## config.mk

```make
export PLATFORM = sky130hd
export DESIGN_NAME = mem_wb_unit
export DESIGN_NICKNAME = d
export VERILOG_FILES = /design/src/rtl/mem_wb_unit.sv
export SDC_FILE = /design/constraint.sdc
export NUM_CORES = 1
export LEC_CHECK = 0
export BUFFER_PORTS_ARGS = -buffer_cell sky130_fd_sc_hd__buf_4
export CORE_UTILIZATION = 35
export DETAILED_ROUTE_END_ITERATION = 8
export PLACE_DENSITY_LB_ADDON = 0.1
export SYNTH_ARGS = -nofsm -noshare
export SYNTH_HDL_FRONTEND = slang
export SYNTH_SLANG_ARGS = --single-unit
export TNS_END_PERCENT = 20
```

## constraint.sdc

```tcl
create_clock -name clk -period 2.8 [get_ports clk]
set_input_delay 0 -clock clk [delete_from_list [all_inputs] [get_ports clk]]
set_output_delay 0 -clock clk [all_outputs]
set_load 0.005 [all_outputs]
```

## src/rtl/mem_wb_unit.sv

```systemverilog
// Memory/writeback stage: latches execute results, runs the data-memory
// req/ack access with timeout abort, and returns the register-file write.
module mem_wb_unit #(
  parameter int DATA_W  = 32,
  parameter int ADDR_W  = 16,
  parameter int TIMEOUT = 255,
  parameter int CNT_W   = 8
) (
  input  logic              clk,
  input  logic              rst,
  input  logic              ex_reg_write,
  input  logic              ex_mem_write,
  input  logic              ex_mem_read,
  input  logic              ex_mem_to_reg,
  input  logic [4:0]        ex_dest_reg,
  input  logic [DATA_W-1:0] ex_out,
  input  logic [DATA_W-1:0] ex_mem_wdata,
  output logic              mem_req,
  output logic              mem_we,
  output logic [ADDR_W-1:0] mem_addr,
  output logic [DATA_W-1:0] mem_wdata,
  input  logic [DATA_W-1:0] mem_rdata,
  input  logic              mem_ack,
  output logic              stall,
  output logic              wb_reg_write,
  output logic [4:0]        wb_dest_reg,
  output logic [DATA_W-1:0] wb_data,
  output logic              mem_err
);

  typedef enum logic {IDLE, BUSY} state_t;

  typedef struct packed {
    logic              reg_write;
    logic              mem_write;
    logic              mem_read;
    logic              mem_to_reg;
    logic [4:0]        dest_reg;
    logic [DATA_W-1:0] out;
  } m_t;

  state_t           state, state_nxt;
  m_t               m_q;
  logic [CNT_W-1:0] cnt;
  logic             busy;
  logic             ex_memop;
  logic             m_load;
  logic             timeout_hit;
  logic             done;
  logic             launch;

  assign busy        = (state == BUSY);
  assign ex_memop    = ex_mem_read | ex_mem_write;
  assign m_load      = m_q.mem_read & ~m_q.mem_write;
  assign timeout_hit = busy & ~mem_ack
                     & (cnt == CNT_W'(TIMEOUT - 1));
  assign stall       = busy & ~mem_ack & ~timeout_hit;
  // In IDLE the latched instruction is never a memop, so it completes.
  assign done        = ~stall;
  assign launch      = ~stall & ex_memop;
  assign mem_req     = busy;

  always_ff @(posedge clk or negedge rst) begin
    if (!rst) state <= IDLE;
    else      state <= state_nxt;
  end

  always_comb begin
    state_nxt = state;
    unique case (state)
      IDLE: if (launch) state_nxt = BUSY;
      BUSY: if (!stall) state_nxt = launch ? BUSY : IDLE;
      default: state_nxt = IDLE;
    endcase
  end

  always_ff @(posedge clk or negedge rst) begin
    if (!rst) begin
      m_q <= '0;
    end else if (!stall) begin
      m_q.reg_write  <= ex_reg_write;
      m_q.mem_write  <= ex_mem_write;
      m_q.mem_read   <= ex_mem_read;
      m_q.mem_to_reg <= ex_mem_to_reg;
      m_q.dest_reg   <= ex_dest_reg;
      m_q.out        <= ex_out;
    end
  end

  always_ff @(posedge clk or negedge rst) begin
    if (!rst) begin
      cnt       <= '0;
      mem_we    <= 1'b0;
      mem_addr  <= '0;
      mem_wdata <= '0;
    end else begin
      if (launch) cnt <= '0;
      else if (stall) cnt <= cnt + 1'b1;
      // Request fields are held outside BUSY.
      if (launch) begin
        mem_we    <= ex_mem_write;
        mem_addr  <= ex_out[ADDR_W-1:0];
        mem_wdata <= ex_mem_wdata;
      end
    end
  end

  always_ff @(posedge clk or negedge rst) begin
    if (!rst) begin
      wb_reg_write <= 1'b0;
      wb_dest_reg  <= '0;
      wb_data      <= '0;
      mem_err      <= 1'b0;
    end else begin
      wb_reg_write <= done & m_q.reg_write & ~timeout_hit;
      if (done) begin
        wb_dest_reg <= m_q.dest_reg;
        wb_data     <= (busy & m_load & m_q.mem_to_reg)
                     ? mem_rdata : m_q.out;
      end
      if (timeout_hit) mem_err <= 1'b1;
    end
  end

endmodule

```

Yosys cells after proc, flatten, opt, wreduce, memory -nomap -nowiden
Cells that the tools add are included.
{ "word_totals": {"register_bits": 138, "inputBits": 108, "out_inout_bits": 90, "wordCells": 39} }
{ "classes": {"addsub": 1, "eq_ne": 1, "n_mux": 6, "n_bitwise": 15, "reduce_logical": 1} }
{ "op_table": {"columns": ["op", "n"], "rows": [
  ["2-to-1 mux 32 bit", 1],
  ["2-to-1 mux 8 bit", 2],
  ["bitwise AND 1 bit", 9],
  ["adder 8 x 1 -> 8 bit, second input constant", 1],
  ["equality test 8 bit, second input constant", 1],
  ["NOT 1 bit", 5],
  ["2-to-1 mux 1 bit", 2],
  ["case mux 1 bit (2 select lines)", 1],
  ["nonzero test 2 bit", 1],
  ["OR 1 bit", 1]
]} }

Depth between registers and ports, before layout
Gate-level depths: netlist of run 1.
{ "depth": {"ltp_word": 10, "mapped_depth": 9, "depth_no_buf": 6} }

Worst setup path after synthesis of run 1
OpenSTA, ideal clock, no wires.
{ "synth_path": {"kind": "flip-flop to flip-flop", "start": "register cnt[0]", "end": "register mem_addr[0]", "t_arrival_ps": 1707, "required_time_ps": 2675, "path_slack_ps": 968, "stages_incl_launch_ff": 10, "path_buffers": 3, "cell_sequence": "dfrtp_1 inv_1 ha_1 a41o_1 buf_6 inv_6 nor2_4 buf_6 buf_8 mux2_4"} }
{ "synth_via": {"elab_chain_len": 6} }
{ "synth_lines": {"columns": ["item", "line", "rtl"], "rows": [
  ["start: declaration", "44", "logic [CNT_W-1:0] cnt;"],
  ["start signal: assignment", "98", "else if (stall) cnt <= cnt + 1'b1;"],
  ["equality test 8 bit", "56", "& (cnt == CNT_W'(TIMEOUT - 1));"],
  ["bitwise AND 1 bit", "56", null],
  ["NOT 1 bit", "57", "assign stall = busy & ~mem_ack & ~timeout_hit;"],
  ["bitwise AND 1 bit", "57", null],
  ["NOT 1 bit", "60", "assign launch = ~stall & ex_memop;"],
  ["bitwise AND 1 bit", "60", null],
  ["end signal: assignment", "102", "mem_addr <= ex_out[ADDR_W-1:0];"],
  ["end: declaration", "20", "output logic [ADDR_W-1:0] mem_addr,"]
]} }
No other way between the ends.
A chain may end at the register's enable or synchronous reset.

Worst setup path in the final report of run 1
{ "layout_path": {"start": "register cnt[0]", "end": "output port stall"} }
{ "layout_via": {"elab_chain_len": 4} }
{ "layout_lines": {"columns": ["item", "line", "rtl"], "rows": [
  ["equality test 8 bit", "56", null],
  ["bitwise AND 1 bit", "56", null],
  ["NOT 1 bit", "57", null],
  ["bitwise AND 1 bit", "57", null],
  ["end: declaration", "24", "output logic stall,"]
]} }
No other way between the ends.

==> results.md, run 1 <==
- Top fanout value on the critical path: approximately 120
- Maximum single-stage delay on the critical path: 440 ps
- Mean Syn Cell Area: roughly 11 sq um
- Wire length of the first global-routing pass: around 24000 um
- Share of synthesized area occupied by flip-flops and latches: about three fifths
- Share of final-layout standard cells stronger than drive strength 1: around a third
- Detailed Place HPWL: 9106 um
- Non-Filler Cell Area, Final: 8952 sq um
- Final-layout setup total negative slack: 0 ps
- Final weighted congestion in routability-driven placement: 0.7581
- Total global routing overflow: 0
- Effective utilization at floorplan: a little over a third
- Setup violation total in the final timing report: 0
- WL met3: around 820 um
- H-tree levels: 4
- Run status: complete, no violations
- Wire length on met1: approximately 6500 um
- Capturing element type of the critical path: output pin
- DR top layer: met4
- Max Cap Violations: 0
- Layout area overhead: 58.65%
- Path class of the lowest-slack min-delay path: input port to async pin
- Maximum clock frequency: around 0.47 GHz
- Port Buffers: a little under 200
- Maximum root-to-sink buffer count: 2
- Worst path required time: 2800 ps
- Maximum vdd ir drop: ~0.4 mV
- Via count normalized by instance count: between 4 and 5
- Count of endpoints failing hold in the final timing report: 0
- Classification of the worst setup path: register to output pin
- Row cnt: 46
- Number of buffers inserted to repair setup after CTS: 0
- Synth Net Count: ~610
- Remaining routing DRC violations: 0
- Width of the die: 129.0 um
- Worst reg2reg startpoint: cnt[2]
- Critical Path Source Type: register
- Setup repair after global routing missed its margin: no
- Number of slew-limit violations in the final report: 0
- Fill count: between 1k and 1.5k
- Slew of the pin with the lowest slew margin: between 800 and 900 ps
- Flops & latches, synth: 138
- Netlist Area Pre-Place: between 5000 and 6000 sq um
- Clk_skew: between 6 and 7 ps
- PnR Total Power: about 5.5 mW
- Power density over the cells: approximately 620 nW/um^2
- Antenna violations before repair: 0
- Leak: between 4 and 5 nW
- Netlist cell types: 33
- Cell-by-cell listing of the critical path: inv_1, ha_1, a41o_2, inv_6, buf_12, buf_4
- Number of iterations in the first detailed-routing pass: 4
- Pin count of the biggest net entering global routing: 118
- Number of nets still failing antenna checks after routing: 0
- Amount of wire on met2 after detailed routing: between 6000 and 7000 um
- Num Clock Sinks: roughly 140
- Max-slew headroom at the worst pin: about 42%
- Clock transition at the registers of the reported paths: around 50 ps
- Biggest registers after layout: m_q (41), mem_wdata (32), wb_data (32)
- NumNets Final: about 900
- Wire per inst: between 10 and 15 um
- Post-layout min period: 2107 ps
- Most frequent standard cell in the layout excluding fill and tap cells: buf_4
- Share of the cycle needed by the critical path after routing: approximately three quarters
- R2R Setup Slk: between 800 and 900 ps
- Io pins: about 200
- Post-Place Cell Area: roughly 7300 sq um
- Number of antenna repair diodes: 0
- Post-Syn Instances: approximately 500
- Area of the core: roughly 16000 sq um
- Clock latency at the later pin of the worst-skew pair: roughly 410 ps
- Flip-flop count of the largest register, all copies and words added: 41
- Critical-path top delay cell: dfrtp_1
- Smallest hold slack: roughly 250 ps
- Clock root cell: clkbuf_16
- Via Count: 4601
- TritonCTS clock tree: done
- Starting DRT DRC Count: 225
- Via count of the first global-routing pass: slightly below 5k
- Floorplan die height: 129.0 um
- Total of warnings raised by yosys: 0
- Leading cell types in the layout, fill and taps excluded: 200 x buf_4, 173 x nand2_1, 138 x dfrtp_1, 107 x dlygate4sd3_1, 35 x o21ai_0
- Launch point of the worst path: cnt[0]
- All-layer global routing usage: a little under a fifth
- Die ar.: 16630 sq um
- TritonCTS buffer count: 17
- Register ranked first by flip-flop count: m_q
- Arrival time at the worst endpoint: roughly 2100 ps
- Total wire length: between 10000 and 15000 um
==> synthesized netlist by cell type <==
cell type	number	area [sq um]
a22o_1	1	8.760
a21oi_1	1	5.000
o211ai_1	1	7.510
mux2i_1	32	320.3
nand4_1	2	12.51
inv_6	1	8.760
dfrtp_1	138	3453
nand4b_1	1	8.760
or4_1	1	7.510
a31oi_1	1	6.260
ha_1	2	25.02
a41o_1	1	10.01
xor2_1	1	8.760
buf_2	6	30.03
nand3_1	17	85.08
o21bai_1	1	7.510
nor2_2	1	6.260
nand2b_1	2	12.51
nand2_1	173	649.4
buf_4	2	15.01
buf_1	3	11.26
inv_1	1	3.750
clkbuf_1	12	45.04
mux2_4	20	300.3
mux2_2	28	315.3
or2_2	1	6.260
and4_1	1	8.760
buf_6	2	22.52
nor2_4	1	11.26
buf_8	2	30.03
or3_1	3	18.77
o21ai_0	35	175.2
and2_1	1	6.260
==> per-stage QoR <==
step	util [%]	setup WS, ps	instances
4_1_cts	56.56	656.8	1024
3_3_place_gp	46.33	918.6	888
3_5_place_dp	46.33	852.1	888
5_1_grt	56.56	527.1	1024
6_report	56.56	693.4	1024
2_1_floorplan	-	968.4	495
==> timing repair <==
| item | 4_1_cts | 5_1_grt |
|---|---|---|
| hold buffers | 107 | 0 |
| endpoints found under the hold margin | 224 | 0 |
| gates resized for setup | 0 | 0 |
==> report_power, final <==
group	total [mW]	internal (mW)	switching, mW
clock	2.10	1.32	0.773
sequential	2.40	2.25	0.150
combinational	1.03	0.628	0.403
==> path summary, 6_finish.rpt <==
path	end	depth (start not counted)
worst max-delay path	stall	6
worst min-delay path	wb_reg_write	2
worst max register to register	mem_wdata[1]	6
worst min register to register	m_q[39]	2
max in group asynchronous	wb_data[7]	3
min in group clk	m_q[27]	4
==> cells by family (layout without fill, tap and decap cells) <==
group | Yosys count | in the layout | share of synthesized area (%)
adders and majority gates | 2 | 2 | 0.4434
xor gates and xnor gates | 1 | 1 | 0.1552
buffers and inverters | 29 | 342 | 2.949
DFF | 138 | 138 | 61.20
muxes | 80 | 80 | 16.59
AOI/OAI and AO/OA | 41 | 41 | 3.903
and+or+nand+nor | 204 | 204 | 14.77
==> per-layer routing <==
| layer | global-route usage (%) | vias to the layer above |
|---|---|---|
| met3 | 5.239 | 14 |
| met2 | 30.27 | 127 |
| met1 | 23.62 | 2210 |
| met5 | 0 | - |
| li1 | - | 2250 |
| met4 | 7.059 | 0 |
==> area by class of cell <==
class / count / area [sq um] / area share, %
flip-flops and latches: 138 / 3453 / 38.57
repair buffers: 311 / 2644 / 29.53
multi-input cells: 328 / 2024 / 22.61
clock buffers: 27 / 513.0 / 5.730
well taps: 216 / 270.3 / 3.019
clock inverters: 2 / 35.03 / 0.3913
inverters: 2 / 12.51 / 0.1398
==> worst max-delay path: cells and delay by family, from the launching register on <==
| kind | cells | cell delay [ps] |
|---|---|---|
| fa+ha+maj | 1 | 210 |
| compound gates | 1 | 310 |
| buf+inv | 4 | 720 |
| flops | 1 | 440 |
(Power assumes the default switching activity.)
==> run 2: changes to the inputs <==
- clock period: 2.8 -> 1.82 ns (I/O delays scaled with it)
==> results.md, run 2 (synthesized netlist as in run 1, its figures left out) <==
- Via count of the first global-routing pass: about 5.0k
- Busiest layer in global routing: met2
- Row cnt: 46
- Worst reg2reg endpoint: mem_wdata[5]
- TritonCTS buffer count: 17
- Core Util, Final: about three fifths
- Final weighted congestion in routability-driven placement: about 0.75
- Register ranked first by flip-flop count: m_q
- Area of the core: roughly 16000 sq um
- Clock latency at the later pin of the worst-skew pair: 410 ps
- Met3 usage: approximately 5.4%
- Post-layout min period: roughly 1800 ps
- Smallest hold slack: about 81 ps
- Number of iterations in the first detailed-routing pass: 4
- Flip-flop count of the largest register, all copies and words added: 41
- Num Clock Sinks: 138
- Total net switching power: between 2 and 2.5 mW
- NumNets Final: slightly above 900
- Launch point of the worst path: cnt[2]
- Proportion of power drawn by combinational gates: between 20% and 30%
- Capturing element type of the critical path: register
- Antenna violations before repair: 0
- Cell count after placement: around 900
- Max Cap Violations: 0
- Maximum root-to-sink buffer count: 2
- Total global routing overflow: 0
- Top fanout value on the critical path: 9
- Proportion of power drawn by flip-flops and latches: roughly 43%
- Effective utilization at floorplan: 35.65%
- All-layer global routing usage: between 20% and 30%
- Worst reg2reg startpoint: cnt[2]
- Share of final-layout standard cells stronger than drive strength 1: a little under two fifths
- R2R Setup Slk: 60 ps
- Clk_skew: between 6 and 7 ps
- Count of endpoints failing hold in the final timing report: 0
- Die ar.: about 17000 sq um
- Number of nets still failing antenna checks after routing: 0
- Setup violation total in the final timing report: 0
- Leading cell types in the layout, fill and taps excluded: 209 x buf_4, 173 x nand2_1, 138 x dfrtp_1, 106 x dlygate4sd3_1, 35 x o21ai_0
- H-tree levels: 4
- Cell internal pwr: about 6.4 mW
- Setup repair after global routing missed its margin: yes
- Detailed Place HPWL: about 9400 um
- Clock root cell: clkbuf_16
- Slew of the pin with the lowest slew margin: approximately 600 ps
- Floorplan die height: 129.0 um
- Global-route met1 utilization: roughly a quarter
- Switching share of power: approximately 25%
- Non-filler cells in the finished layout: ~1.0k
- Post-Place Cell Area: 7461 sq um
- Worst setup path endpoint: mem_wdata[5]
- Cell-by-cell listing of the critical path: and4_4, a41o_4, inv_8, nor2_4, buf_6, buf_12, mux2_2
- Wire per inst: approximately 15 um
- Share of the cycle needed by the critical path after routing: 96.59%
- Leak: between 4 and 5 nW
- Critical-path top delay cell: dfrtp_1
- Most frequent standard cell in the layout excluding fill and tap cells: buf_4
- Instance count on the critical path: 7
- Via count normalized by instance count: about 4.5
- Share of total power in the clock network: a little over a third
- Count of cells along the worst register-to-register path: 7
- Number of antenna repair diodes: 0
- Critical Path Source Type: register
- Worst path required time: around 2100 ps
- Run status: complete, no violations
- Via Count: 4725
- Cell family with most CP delay: flip-flops
- Wire length of the first global-routing pass: about 25000 um
- Global routing usage on met2: around a third
- Number of slew-limit violations in the final report: 0
- Port Buffers: just under 200
- Fin worst setup slack: 62.11 ps
- Width of the die: between 100 and 150 um
- Layout area overhead: 64.19%
- Remaining routing DRC violations: 0
- Maximum vdd ir drop: around 0.66 mV
- Biggest registers after layout: m_q (41), mem_wdata (32), wb_data (32)
- Total wire length: about 16000 um
- Bufs and invs on worst path: 3
- Path class of the lowest-slack min-delay path: input port to register
- PnR Total Power: approximately 8.5 mW
- Classification of the worst setup path: register to register
- Clock transition at the registers of the reported paths: 60 ps
- Starting DRT DRC Count: 215
- Maximum single-stage delay on the critical path: around 360 ps
- TritonCTS clock tree: done
- Power density over the cells: just over 900 nW/um^2
- Arrival time at the worst endpoint: slightly above 2000 ps
- Pre-CTS setup slack: 3.440 ps
- Maximum clock frequency: 0.5689 GHz
- Pin count of the biggest net entering global routing: 62
- Non-Filler Cell Area, Final: just over 9000 sq um
- Io pins: ~200
- Max-slew headroom at the worst pin: 60.31%
- Final-layout setup total negative slack: 0 ps
[run 2: changes by cell type in the layout (fill, tap and decap cells not counted), sizes merged]
cell / previous run / this run
bufbuf: 0 / 2
clkinvlp: 0 / 3
clkbuf: 27 / 22
clkinv: 1 / 5
dlygate4sd3: 107 / 106
buf: 204 / 220
[run 2: final cells by class]
type	count	area (sq um)
clock buffer	20	446.7
clock inverter	9	77.57
fill	1327	6563
inverter	2	15.01
multi-input combinational	328	2048
sequential	138	3453
tap	216	270.3
timing repair buffer	330	2954
[run 2: how the worst min path moves through the flow]
stage,from,end,cells after the start
after CTS,mem_ack,mem_err,4
after global routing,mem_ack,mem_err,4
after detailed placement,rst,wb_reg_write,1
after floorplan,rst,async pin,0
after global placement,rst,wb_reg_write,1
final,mem_ack,mem_err,4
[run 2: repair_timing]
action	CTS	global route
buffers inserted	4	1
hold buffers	106	0
pin swaps	1	1
endpoints found under the setup margin	29	51
resized for setup	2	7
hold endpoints to repair	180	0
cloned	3	2
[run 2: worst reg2reg max path, stage by stage (launching register included)]
cell	delay, ps
dfrtp_1	360
and4_4	240
a41o_4	260
inv_8	50
nor2_4	120
buf_6	140
buf_12	140
mux2_2	350
[run 2: layer usage]
metal	routed length (um)	share of wire, %	vias up
li1	-	-	2286
met1	6989	44	2269
met2	7675	49	150
met3	879	5.6	20
met4	273	1.7	0
met5	0	0	-
[run 2: power groups by stage]
stage / sequential [mW] / clock (mW) / combinational (mW)
after CTS: 3.68 / 3.20 / 1.74
after global placement: 3.71 / 0 / 1.46
final: 3.68 / 3.11 / 1.76
after floorplan: 3.73 / 0 / 0.581
after detailed placement: 3.73 / 0 / 1.49
after global routing: 3.73 / 3.34 / 1.93
==> run 3: changes to the inputs <==
- CORE_MARGIN: not set -> 2
- PLACE_DENSITY_LB_ADDON: 0.1 -> not set
- SLEW_MARGIN: not set -> 20
==> results.md, run 3 (synthesized netlist as in run 1, its figures left out) <==
- Remaining routing DRC violations: 0
- Launch point of the worst path: cnt[3]
- Slew of the pin with the lowest slew margin: 491.4 ps
- Starting DRT DRC Count: 194
- Post-layout min period: about 1800 ps
- Width of the die: about 130 um
- Non-Filler Cell Area, Final: between 9000 and 10000 sq um
- Worst reg2reg endpoint: mem_wdata[19]
- H-tree levels: 4
- R2R Setup Slk: 7 ps
- Number of iterations in the first detailed-routing pass: 4
- Clk_skew: 4.900 ps
- Final-layout setup total negative slack: 0 ps
- Capturing element type of the critical path: register
- Critical Path Source Type: register
- Io pins: roughly 200
- Max Cap Violations: 0
- Area occupied by registers: ~3500 sq um
- Wire length of the first global-routing pass: roughly 25000 um
- Num Clock Sinks: roughly 140
- Clock root cell: clkbuf_16
- Count of cells along the worst register-to-register path: 7
- Register ranked first by flip-flop count: m_q
- Share of the cycle needed by the critical path after routing: between 90% and 100%
- Number of slew-limit violations in the final report: 0
- Effective utilization at floorplan: between 30% and 40%
- Classification of the worst setup path: register to register
- Setup repair after global routing missed its margin: yes
- Power density over the cells: between 900 and 1000 nW/um^2
- Final weighted congestion in routability-driven placement: between 0.8 and 0.9
- Max-slew headroom at the worst pin: 67.24%
- NumNets Final: between 900 and 1k
- Setup violation total in the final timing report: 0
- Via Count: around 4.8k
- Number of nets still failing antenna checks after routing: 0
- Layout area overhead: 64.66%
- Worst setup path endpoint: mem_wdata[19]
- Pre-CTS setup slack: -65.27 ps
- Fill count: 1281
- Wire per inst: 15.31 um
- Die ar.: ~17000 sq um
- Clock transition at the registers of the reported paths: ~60 ps
- Maximum clock frequency: 0.5515 GHz
- Port Buffers: just under 200
- Total global routing overflow: 0
- TritonCTS clock tree: done
- Via count normalized by instance count: about 4.6
- Antenna violations before repair: 0
- Row cnt: between 40 and 50
- Arrival time at the worst endpoint: around 2100 ps
- Path class of the lowest-slack min-delay path: input port to register
- Leak: about 4.7 nW
- Flip-flop count of the largest register, all copies and words added: just over 40
- Biggest registers after layout: m_q (41), mem_wdata (32), wb_data (32)
- TritonCTS buffer count: 17
- Area of the core: 15830 sq um
- Run status: complete, no violations
- Total wire length: roughly 16000 um
- Share of final-layout standard cells stronger than drive strength 1: a little under two fifths
- Detailed Place HPWL: about 9600 um
- Leading cell types in the layout, fill and taps excluded: 210 x buf_4, 173 x nand2_1, 138 x dfrtp_1, 106 x dlygate4sd3_1, 35 x o21ai_0
- Maximum vdd ir drop: slightly above 0.6 mV
- Top fanout value on the critical path: 9
- Maximum root-to-sink buffer count: 2
- Worst path required time: 2130 ps
- Worst reg2reg startpoint: cnt[3]
- Area taken by multi-input logic gates: approximately 2000 sq um
- Count of endpoints failing hold in the final timing report: 0
- Post-Place Cell Area: around 7400 sq um
- Fin worst setup slack: approximately 6.7 ps
- Via count of the first global-routing pass: 4975
- All-layer global routing usage: around a fifth
- Most frequent standard cell in the layout excluding fill and tap cells: buf_4
- Floorplan die height: 131.0 um
- Number of antenna repair diodes: 0
- Pin count of the biggest net entering global routing: a little over 60
- Clock latency at the later pin of the worst-skew pair: between 400 and 500 ps
[run 3: cell count changes in the layout (fill, tap and decap cells not counted), moves of 2 or more]
cell        before  now
bufinv_16        1    3
clkinvlp_4       3    5
clkbuf_1         2    0
mux2_4          23   21
mux2_2          25   27
clkinv_4         0    3
clkinv_2         5    2
[run 3: worst min path at each step]
| stage | from | depth (start not counted) | end |
|---|---|---|---|
| finish | mem_ack | 4 | mem_err |
| global route | mem_ack | 4 | mem_err |
| CTS | mem_ack | 4 | mem_err |
| detailed placement | rst | 1 | m_q[38] |
| global placement | rst | 1 | wb_dest_reg[4] |
| floorplan | rst | 0 | async pin |
[run 3: power breakdown]
| group | switching, mW | internal (mW) | total [mW] |
|---|---|---|---|
| clock | 1.35 | 2.19 | 3.55 |
| sequential | 0.230 | 3.46 | 3.69 |
| combinational | 0.677 | 1.06 | 1.74 |
[run 3: cell type report]
| class | count | share of cell area (%) |
|---|---|---|
| tap | 216 | 2.909 |
| sequential | 138 | 37.17 |
| clock inverter | 14 | 1.858 |
| multi-input combinational | 328 | 21.99 |
| inverter | 2 | 0.1616 |
| clock buffer | 18 | 4.727 |
| timing repair buffer | 328 | 31.19 |
[run 3: worst max-delay path, stage by stage, from the launching register on]
cell and delay (ps):
dfrtp_1 370, and4_4 230, a41o_4 280, inv_8 50, nor2_4 120, buf_12 140, clkbuf_16 160, mux2_2 340
[run 3: timing repair]
item                       4_1_cts  5_1_grt
buffers inserted                 1        2
pin swaps                        1        1
hold buffers                   106        0
setup endpoints to repair       50       49
gates resized for setup          6        4
hold endpoints to repair       260        0
cloned                           2        2
[run 3: per-layer routing]
| metal | wire [um] | GRT usage (%) | share of wire, % |
|---|---|---|---|
| met1 | 6948 | 23.90 | 43 |
| met2 | 7803 | 31.55 | 49 |
| met3 | 919 | 5.700 | 5.7 |
| met4 | 312 | 7.822 | 2.0 |
| met5 | 0 | 0 | 0 |
[run 3: through the flow]
step           power [mW]  cells  util [%]  hold WS, ps
6_report            8.974   1044     58.70        65.10
5_1_grt             9.416   1044     58.70        76.22
4_1_cts             9.012   1040     58.13        47.36
3_5_place_dp        5.189    899     46.95       -27.10
3_3_place_gp        5.138    899     46.95       -37.17
2_1_floorplan       4.307    495         -       -295.6
